`src/rtl/ntt_pkg.sv`:
```
// Shared constants for the q = 65537 NTT sequencers: transform size, widths and FSM encoding.
package ntt_pkg;

    localparam int unsigned Q       = 65537;
    localparam int unsigned LOG_N   = 6;
    localparam int unsigned N       = 1 << LOG_N;
    localparam int unsigned HALF_N  = N / 2;
    localparam int unsigned PSI_W   = LOG_N + 1;
    localparam int unsigned STAGE_W = 3;
    localparam int unsigned CNT_W   = 6;

    typedef logic [1:0] state_t;

    localparam state_t ST_IDLE  = 2'd0;
    localparam state_t ST_ISSUE = 2'd1;
    localparam state_t ST_DRAIN = 2'd2;
    localparam state_t ST_DONE  = 2'd3;

endpackage

```
`src/rtl/ntt_addr_gen.sv`:
```
// Cooley-Tukey butterfly addressing: (stage s, butterfly k) -> operand indices and twiddle ROM address.
module ntt_addr_gen
    import ntt_pkg::*;
(
    input  logic [STAGE_W-1:0] s,
    input  logic [LOG_N-2:0]   k,
    output logic [LOG_N-1:0]   addr_a,
    output logic [LOG_N-1:0]   addr_b,
    output logic [PSI_W-1:0]   psi_addr
);

    localparam int unsigned AW = LOG_N;
    localparam int unsigned KW = LOG_N - 1;

    logic [AW-1:0] m;
    logic [AW-1:0] t;
    logic [KW-1:0] i;
    logic [KW-1:0] jo;
    logic [AW-1:0] base;

    // 2*i*t is a shift because 2*t = N >> s and i < m = 2^s
    always_comb begin
        m        = AW'(1) << s;
        t        = AW'(HALF_N) >> s;
        i        = k >> (STAGE_W'(KW) - s);
        jo       = k & KW'(t - AW'(1));
        base     = AW'(i) << (STAGE_W'(AW) - s);
        addr_a   = base | AW'(jo);
        addr_b   = addr_a + t;
        psi_addr = {m + AW'(i), 1'b0};
    end

endmodule

```
`src/rtl/ntt_controller.sv`:
```
// Forward NTT sequencer: issues one butterfly per handshake, throttles on outstanding
// writebacks and drains the datapath before every new stage.
module ntt_controller #(
    parameter int unsigned LOG_N           = ntt_pkg::LOG_N,
    parameter int unsigned MAX_OUTSTANDING = 8
) (
    input  logic             clk,
    input  logic             rst_n,
    input  logic             start,
    output logic             busy,
    output logic             done,
    output logic             cmd_valid,
    input  logic             cmd_ready,
    output logic [LOG_N-1:0] cmd_addr_a,
    output logic [LOG_N-1:0] cmd_addr_b,
    output logic [LOG_N:0]   psi_addr,
    output logic [2:0]       cmd_stage,
    output logic             cmd_last,
    input  logic             bf_ack
);

    localparam int unsigned KW   = LOG_N - 1;
    localparam int unsigned SW   = ntt_pkg::STAGE_W;
    localparam int unsigned CW   = ntt_pkg::CNT_W;
    localparam int unsigned HALF = 1 << (LOG_N - 1);

    localparam logic [KW-1:0] K_LAST  = KW'(HALF - 1);
    localparam logic [SW-1:0] S_LAST  = SW'(LOG_N - 1);
    localparam logic [CW-1:0] OUT_MAX = CW'(MAX_OUTSTANDING);

    ntt_pkg::state_t state;
    ntt_pkg::state_t state_nxt;
    logic [SW-1:0]   s;
    logic [SW-1:0]   s_nxt;
    logic [KW-1:0]   k;
    logic [KW-1:0]   k_nxt;
    logic [CW-1:0]   outstanding;
    logic [CW-1:0]   out_nxt;
    logic            fire;
    logic            ack_eff;
    logic            issue_nxt;
    logic [LOG_N-1:0] gen_a;
    logic [LOG_N-1:0] gen_b;
    logic [LOG_N:0]   gen_psi;

    // Addresses are generated for the next (s, k) so the command outputs can be registered
    ntt_addr_gen u_addr_gen (
        .s        (s_nxt),
        .k        (k_nxt),
        .addr_a   (gen_a),
        .addr_b   (gen_b),
        .psi_addr (gen_psi)
    );

    always_ff @(posedge clk or negedge rst_n) begin
        if (!rst_n) begin
            state       <= ntt_pkg::ST_IDLE;
            s           <= '0;
            k           <= '0;
            outstanding <= '0;
        end else begin
            state       <= state_nxt;
            s           <= s_nxt;
            k           <= k_nxt;
            outstanding <= out_nxt;
        end
    end

    // Next-state, stage/butterfly counters and outstanding tracking
    always_comb begin
        state_nxt = state;
        s_nxt     = s;
        k_nxt     = k;
        out_nxt   = outstanding;
        fire      = cmd_valid & cmd_ready;
        ack_eff   = bf_ack && (outstanding != '0);

        if (fire && !ack_eff) begin
            out_nxt = outstanding + CW'(1);
        end else if (!fire && ack_eff) begin
            out_nxt = outstanding - CW'(1);
        end

        case (state)
            ntt_pkg::ST_IDLE: begin
                if (start) begin
                    state_nxt = ntt_pkg::ST_ISSUE;
                    s_nxt     = '0;
                    k_nxt     = '0;
                end
            end
            ntt_pkg::ST_ISSUE: begin
                if (fire) begin
                    k_nxt = k + KW'(1);
                    if (k == K_LAST) begin
                        state_nxt = ntt_pkg::ST_DRAIN;
                    end
                end
            end
            ntt_pkg::ST_DRAIN: begin
                if (outstanding == '0) begin
                    if (s == S_LAST) begin
                        state_nxt = ntt_pkg::ST_DONE;
                    end else begin
                        state_nxt = ntt_pkg::ST_ISSUE;
                        s_nxt     = s + SW'(1);
                        k_nxt     = '0;
                    end
                end
            end
            ntt_pkg::ST_DONE: begin
                state_nxt = ntt_pkg::ST_IDLE;
                s_nxt     = '0;
                k_nxt     = '0;
            end
            default: begin
                state_nxt = ntt_pkg::ST_IDLE;
            end
        endcase

        issue_nxt = (state_nxt == ntt_pkg::ST_ISSUE);
    end

    // Registered command and status outputs; a stalled command holds because s, k and state hold
    always_ff @(posedge clk or negedge rst_n) begin
        if (!rst_n) begin
            busy       <= 1'b0;
            done       <= 1'b0;
            cmd_valid  <= 1'b0;
            cmd_addr_a <= '0;
            cmd_addr_b <= '0;
            psi_addr   <= '0;
            cmd_stage  <= '0;
            cmd_last   <= 1'b0;
        end else begin
            busy       <= issue_nxt || (state_nxt == ntt_pkg::ST_DRAIN);
            done       <= (state_nxt == ntt_pkg::ST_DONE);
            cmd_valid  <= issue_nxt && (out_nxt < OUT_MAX);
            cmd_addr_a <= issue_nxt ? gen_a : '0;
            cmd_addr_b <= issue_nxt ? gen_b : '0;
            psi_addr   <= issue_nxt ? gen_psi : '0;
            cmd_stage  <= s_nxt;
            cmd_last   <= issue_nxt && (s_nxt == S_LAST) && (k_nxt == K_LAST);
        end
    end

endmodule

```
`config.mk`:
```
export PLATFORM = sky130hd
export DESIGN_NAME = ntt_controller
export DESIGN_NICKNAME = d
export VERILOG_FILES = /design/src/rtl/ntt_pkg.sv /design/src/rtl/ntt_addr_gen.sv /design/src/rtl/ntt_controller.sv
export SDC_FILE = /design/constraint.sdc
export NUM_CORES = 1
export LEC_CHECK = 0
export CAP_MARGIN = 20
export CORE_MARGIN = 2
export CORE_UTILIZATION = 61
export CTS_CLUSTER_SIZE = 8
export DETAILED_ROUTE_END_ITERATION = 6
export PLACE_DENSITY = 0.85
export SETUP_SLACK_MARGIN = 0.05
export SLEW_MARGIN = 20
export SYNTH_ARGS = -nofsm -noshare
export SYNTH_HDL_FRONTEND = slang
export SYNTH_SLANG_ARGS = --single-unit
```
`constraint.sdc`:
```
create_clock -name clk -period 6.8 [get_ports clk]
set_input_delay 1.02 -clock clk [delete_from_list [all_inputs] [get_ports clk]]
set_output_delay 1.02 -clock clk [all_outputs]
set_load 0.005 [all_outputs]
```
# Word-level counts from Yosys, hierarchy flattened
# Cells that the tools add are included.
dict set report word_totals {
  ramBits 0
  n_memories 0
  input_bits 5
  reg_bits 39
  rom_bits 0
  latchBits 0
}
dict set report op_classes {
  n_div 0
  n_lt_le_gt_ge 1
  add_sub_neg 9
  reduce_logical 12
  mux 20
  mul 0
  bitwise_logic 3
  shifts 4
  eq_ne 10
}
# op n
set op_table {}
lappend op_table {{$mux 6} 4}
lappend op_table {{$mux 5} 4}
lappend op_table {{$pmux 5 s4} 1}
lappend op_table {{$eq 5x5->1 const B} 2}
lappend op_table {{$mux 2} 5}
lappend op_table {{$mux 3} 3}
lappend op_table {{$pmux 3 s3} 1}
lappend op_table {{$eq 2x2->1 const B} 4}
lappend op_table {{$pmux 2 s4} 1}
lappend op_table {{$mux 7} 1}
lappend op_table {{$add 6x1->6 const B} 1}
lappend op_table {{$add 6x5->6} 1}
lappend op_table {{$add 6x6->6} 1}
lappend op_table {{$eq 3x3->1 const B} 2}
lappend op_table {{$logic_and 1x1->1} 6}
lappend op_table {{$logic_not 6->1} 1}
lappend op_table {{$lt 6x4->1 const B} 1}
lappend op_table {{$or 6x5->6} 1}
lappend op_table {{$reduce_bool 6->1} 1}
lappend op_table {{$shl 1x3->6 const A} 1}
lappend op_table {{$shl 5x3->6} 1}
lappend op_table {{$shr 6x3->6 const A} 1}
lappend op_table {{$sub 3x3->3 const A} 2}
lappend op_table {{$sub 6x1->6 const B} 1}
lappend op_table {{other kinds (10)} 12}

# Logic depth before layout (Yosys ltp)
dict set report logic_depth {
  word_depth 10
  ltp_mapped 20
}

# Modules after synthesis
# From an unflattened synthesis, not the netlist that was laid out.
dict set report hier_totals {
  hier_cells 296
  area_unflattened_um2 2788.9
}
# module n_inst seq_area_each_um2 cells_each area_per_inst_um2
set modules_own_cells {}
lappend modules_own_cells {ntt_controller 1 975.9 170 1845.5}
lappend modules_own_cells {ntt_addr_gen 1 0.0 126 943.4}

# Worst setup path after synthesis
# No wires, ideal clock.
dict set report synth_path {
  path_kind {input -> register}
  startpoint {input start}
  endpoint {register cmd_addr_b[5]}
  path_buffers 1
  stages 18
  required_time_ps 6721
  path_slack_ps 2327
  t_arrival_ps 4393
  setup_ps 79
  cell_sequence {nand2b_1 -> and2_1 -> a211oi_2 -> buf_2 -> ha_1 -> or3_1 -> a21boi_2 -> nor2_1 -> o32a_4 -> inv_1 -> ha_1 -> a21o_1 -> a21oi_1 -> o21bai_1 -> a21oi_1 -> xnor2_1 -> or2_2 -> mux2i_1}
}
dict set report synth_between {
  elab_chain_len 8
}
# element line_no
set synth_lines {}
lappend synth_lines {{start, declared} ntt_controller.sv:9} ;# input logic start,
lappend synth_lines {{$mux 3} ntt_controller.sv:86} ;# if (start) begin
lappend synth_lines {{$pmux 3 s3} ntt_controller.sv:84} ;# case (state)
lappend synth_lines {{$sub 3x3->3 or $shr 6x3->6 (tied branches)} {ntt_addr_gen.sv:25, ntt_addr_gen.sv:24}}
lappend synth_lines {{$shr 5x3->5 or $sub 5x1->5 (tied branches)} {ntt_addr_gen.sv:25, ntt_addr_gen.sv:26}}
lappend synth_lines {{$shl 5x3->6 or $and 5x5->5 (tied branches)} {ntt_addr_gen.sv:27, ntt_addr_gen.sv:26}}
lappend synth_lines {{$or 6x5->6} ntt_addr_gen.sv:28} ;# addr_a = base | AW'(jo);
lappend synth_lines {{$add 6x6->6} ntt_addr_gen.sv:29} ;# addr_b = addr_a + t;
lappend synth_lines {{$mux 6 *} ntt_controller.sv:140} ;# cmd_addr_b <= issue_nxt ? gen_b : '0;
lappend synth_lines {{end signal, assigned} ntt_controller.sv:140}
lappend synth_lines {{end, declared} ntt_controller.sv:15} ;# output logic [LOG_N-1:0] cmd_addr_b,
# Mark *: on every way between the ends. The rest lies on a longest branch, timed or not.

# Final worst setup path
# Ends and elaborated chain as after synthesis.

==> summary.txt <==
STA
  – RSZ-0062 raised after global routing: no
  – Fmax: 195.7 MHz
  – Worst Setup Slack, final: 1.689 ns
  – Max-slew violation count: 0
  – Worst-Margin Slew: 0.8728 ns
  – Final setup viols: 0
  – Fin. Hold Viols: 0
  – Min Hold Slack: 0.5860 ns
  – Minimum clock period: 5.111 ns
  – Clk_skew: 0.005544 ns
  – Final TNS setup: 0 ns
  – Ratio of final minimum period to clock period: 75.15%
  – Slew headroom: 41.81%

CTS
  – Clock slew at reported path FFs: 0.08 ns
  – Clock buffer count from CTS: 5
  – TritonCTS clock tree: built
  – CTS hold repair buffers: 0
  – Max Root-Sink Buffers: 2
  – Sink Count: 38
  – Setup Buffers After CTS: 0
  – PostCTS Resize Cnt: 0
  – H-tree depth: 2
  – CTS root buf: clkbuf_8
  – Worst-Skew Late Latency: 0.30 ns

Layout
  – Nets: 368
  – Ratio of cells with drive above 1 in the final layout: 9.281%
  – Ant. Diodes: 0
  – FILL cells: 329
  – Register area: 950.9 sq um
  – Layout area overhead: 15.19%
  – Multi-input logic area: 1730 sq um

Global routing
  – Overflow after GRT: 0
  – Tot GR Track Use: 27.70%
  – Vias in the first global route: 2400
  – Initial antenna violation count: 0
  – Pin count of the biggest net entering global routing: 39
  – First-pass GRT wire length: 11200 um

Synth
  – Top-area cell type share of the netlist area: 33.57%
  – Yosys reg bits: 38
  – Synth async-reset ratio: 100.0%
  – Sequential area share after synthesis: 33.57%
  – Yosys top cell by area: dfrtp_1
  – Primary FF master, synth: dfrtp_1
  – Mapped Cells: 308
  – Synth Cell Area: 2833 sq um
  – Commonest cells in the netlist: dfrtp_1 (38), nand2_1 (30), ha_1 (28)
  – Unique masters post-synth: 68
  – EDFF count, synth: 0
  – Synth warnings: 0
  – Syn_nets: 343
  – Top cells by area, synth: dfrtp_1 (34%), ha_1 (12%), nand2_1 (4.0%)
  – Mapped Avg Cell Area: 9.197 sq um
  – Count leader, synth: dfrtp_1

Place
  – IO Port Bufs: 29
  – Worst slack, placed: 1.486 ns
  – DPL Wire Length: 4658 um
  – RD Place Congestion: 0.9216

Die
  – Die W: 72.15 um
  – Die height: 72.15 um
  – Initial Util: 64.17%
  – Die area: 5205 sq um
  – Num rows: 24
  – Ports: 31
  – Placeable Area: 4414 sq um

Setup path
  – Critical Path Start Type: input pin
  – RR Endpoint: cmd_addr_b[5]
  – Critical-path maximum fanout: 16
  – Crit path buf inv count: 3
  – Critical path class: in -> reg
  – CP cell instances: clkdlybuf4s50_1 -> nand2b_1 -> and2_1 -> a211oi_2 -> buf_4 -> ha_1 -> or3_1 -> a21boi_2 -> nor2_1 -> o32a_4 -> inv_1 -> ha_1 -> a21o_1 -> a21oi_1 -> o21bai_1 -> a21oi_1 -> xnor2_1 -> or2_2 -> mux2i_1
  – Critical path depth in cells: 19
  – Max stage delay cell, worst path: clkdlybuf4s50_1
  – Reg2Reg Setup Slack: 1.91 ns
  – R2R cell count: 20
  – CP Launch Point: start
  – Critical path arrival: 5.33 ns
  – Critical Path RT: 7.02 ns
  – Worst r2r src: cmd_stage[1]
  – Critical path destination: cmd_addr_b[5]
  – Worst path max stage delay: 0.55 ns
  – Nature of the critical path endpoint: flip-flop
  – Cell family with most CP delay: compound AO/OA/AOI/OAI gates

Drt
  – Drt total wl: 6426 um
  – Initial DRC count: 178
  – DRT Pass-1 Iters: 4
  – Via-to-Cell Ratio: 6.114
  – WL/cell: 16.65 um
  – DRT antenna net count: 0
  – DR vias: 2360
  – Post-route DRC: 0

Flow run
  – Max cap viols: 0

Run status
  – Status: complete, no violations

Power and ir drop
  – Peak VDD IR: 0.0002093 V
  – Power Density: 287.3 nW/um^2
  – Power, Total: 937.5 uW
  – P_leak: 1.520 nW

Min path
  – Worst hold path class: reg -> reg
==> final cells by class <==
class	instances	area share [%]
flip-flops and latches	38	29.14
repair buffers	30	8.972
multi-input cells	235	53.03
well taps	52	1.994
clock inverters	3	2.109
clock buffers	5	2.109
inverters	23	2.646
==> kinds of logic after synthesis <==
group | share of synthesized area, %
other | 0.1324
adders and majority gates | 13.78
AOI/OAI and AO/OA | 17.98
muxes | 1.855
buffers and inverters | 5.344
xor gates and xnor gates | 5.522
and+or+nand+nor | 21.82
DFF | 33.57
==> state kept, by name (all words and copies together) (netlist names) <==
name         cells
k                5
state            2
cmd_addr_b       6
done             1
outstanding      6
cmd_addr_a       6
cmd_stage        3
busy             1
cmd_last         1
cmd_valid        1
psi_addr         6
==> worst min-delay path by stage <==
| stage | cells past startpoint | from | endpoint |
|---|---|---|---|
| floorplan | 1 | outstanding[5] | outstanding[5] |
| global placement | 1 | outstanding[5] | outstanding[5] |
| detailed placement | 1 | outstanding[5] | outstanding[5] |
| CTS | 1 | outstanding[5] | outstanding[5] |
| global route | 1 | outstanding[5] | outstanding[5] |
| finish | 1 | outstanding[5] | outstanding[5] |
==> layout by cell type, fill, tap and decap left out, types with 4 or more instances in the layout <==
master,synthesis,layout
nand4_1,4,4
inv_1,22,22
xor2_1,7,7
o21ai_0,9,9
nand3_1,7,7
a21oi_1,18,18
nor3_1,6,6
nand2b_1,6,6
nor2_1,25,25
nand2_1,30,30
xnor2_1,9,9
clkbuf_8,0,5
and2_1,9,9
nor2b_1,5,5
a211oi_1,4,4
clkdlybuf4s50_1,0,28
a31oi_1,5,5
a21o_1,4,4
ha_1,28,28
dfrtp_1,38,38
==> metal layers <==
metal	track usage, %	share of wire, %
met3	5.556	6.6
met1	37.29	44
met4	11.32	2.9
met2	43.83	46
met5	0	0
==> metrics by stage <==
stage | area (sq um) | cells | util (%)
after floorplan | 2833 | 308 | -
after global placement | 3126 | 378 | 70.80
after detailed placement | 3126 | 378 | 70.80
after CTS | 3263 | 386 | 73.92
after global routing | 3263 | 386 | 73.92
final | 3263 | 386 | 73.92
==> power breakdown <==
group | internal [mW] | switching, mW
logic | 0.170 | 0.196
registers | 0.281 | 0.0563
clock network | 0.147 | 0.0873
total | 0.598 | 0.339
Note: power is estimated with default switching activity, not from simulation.
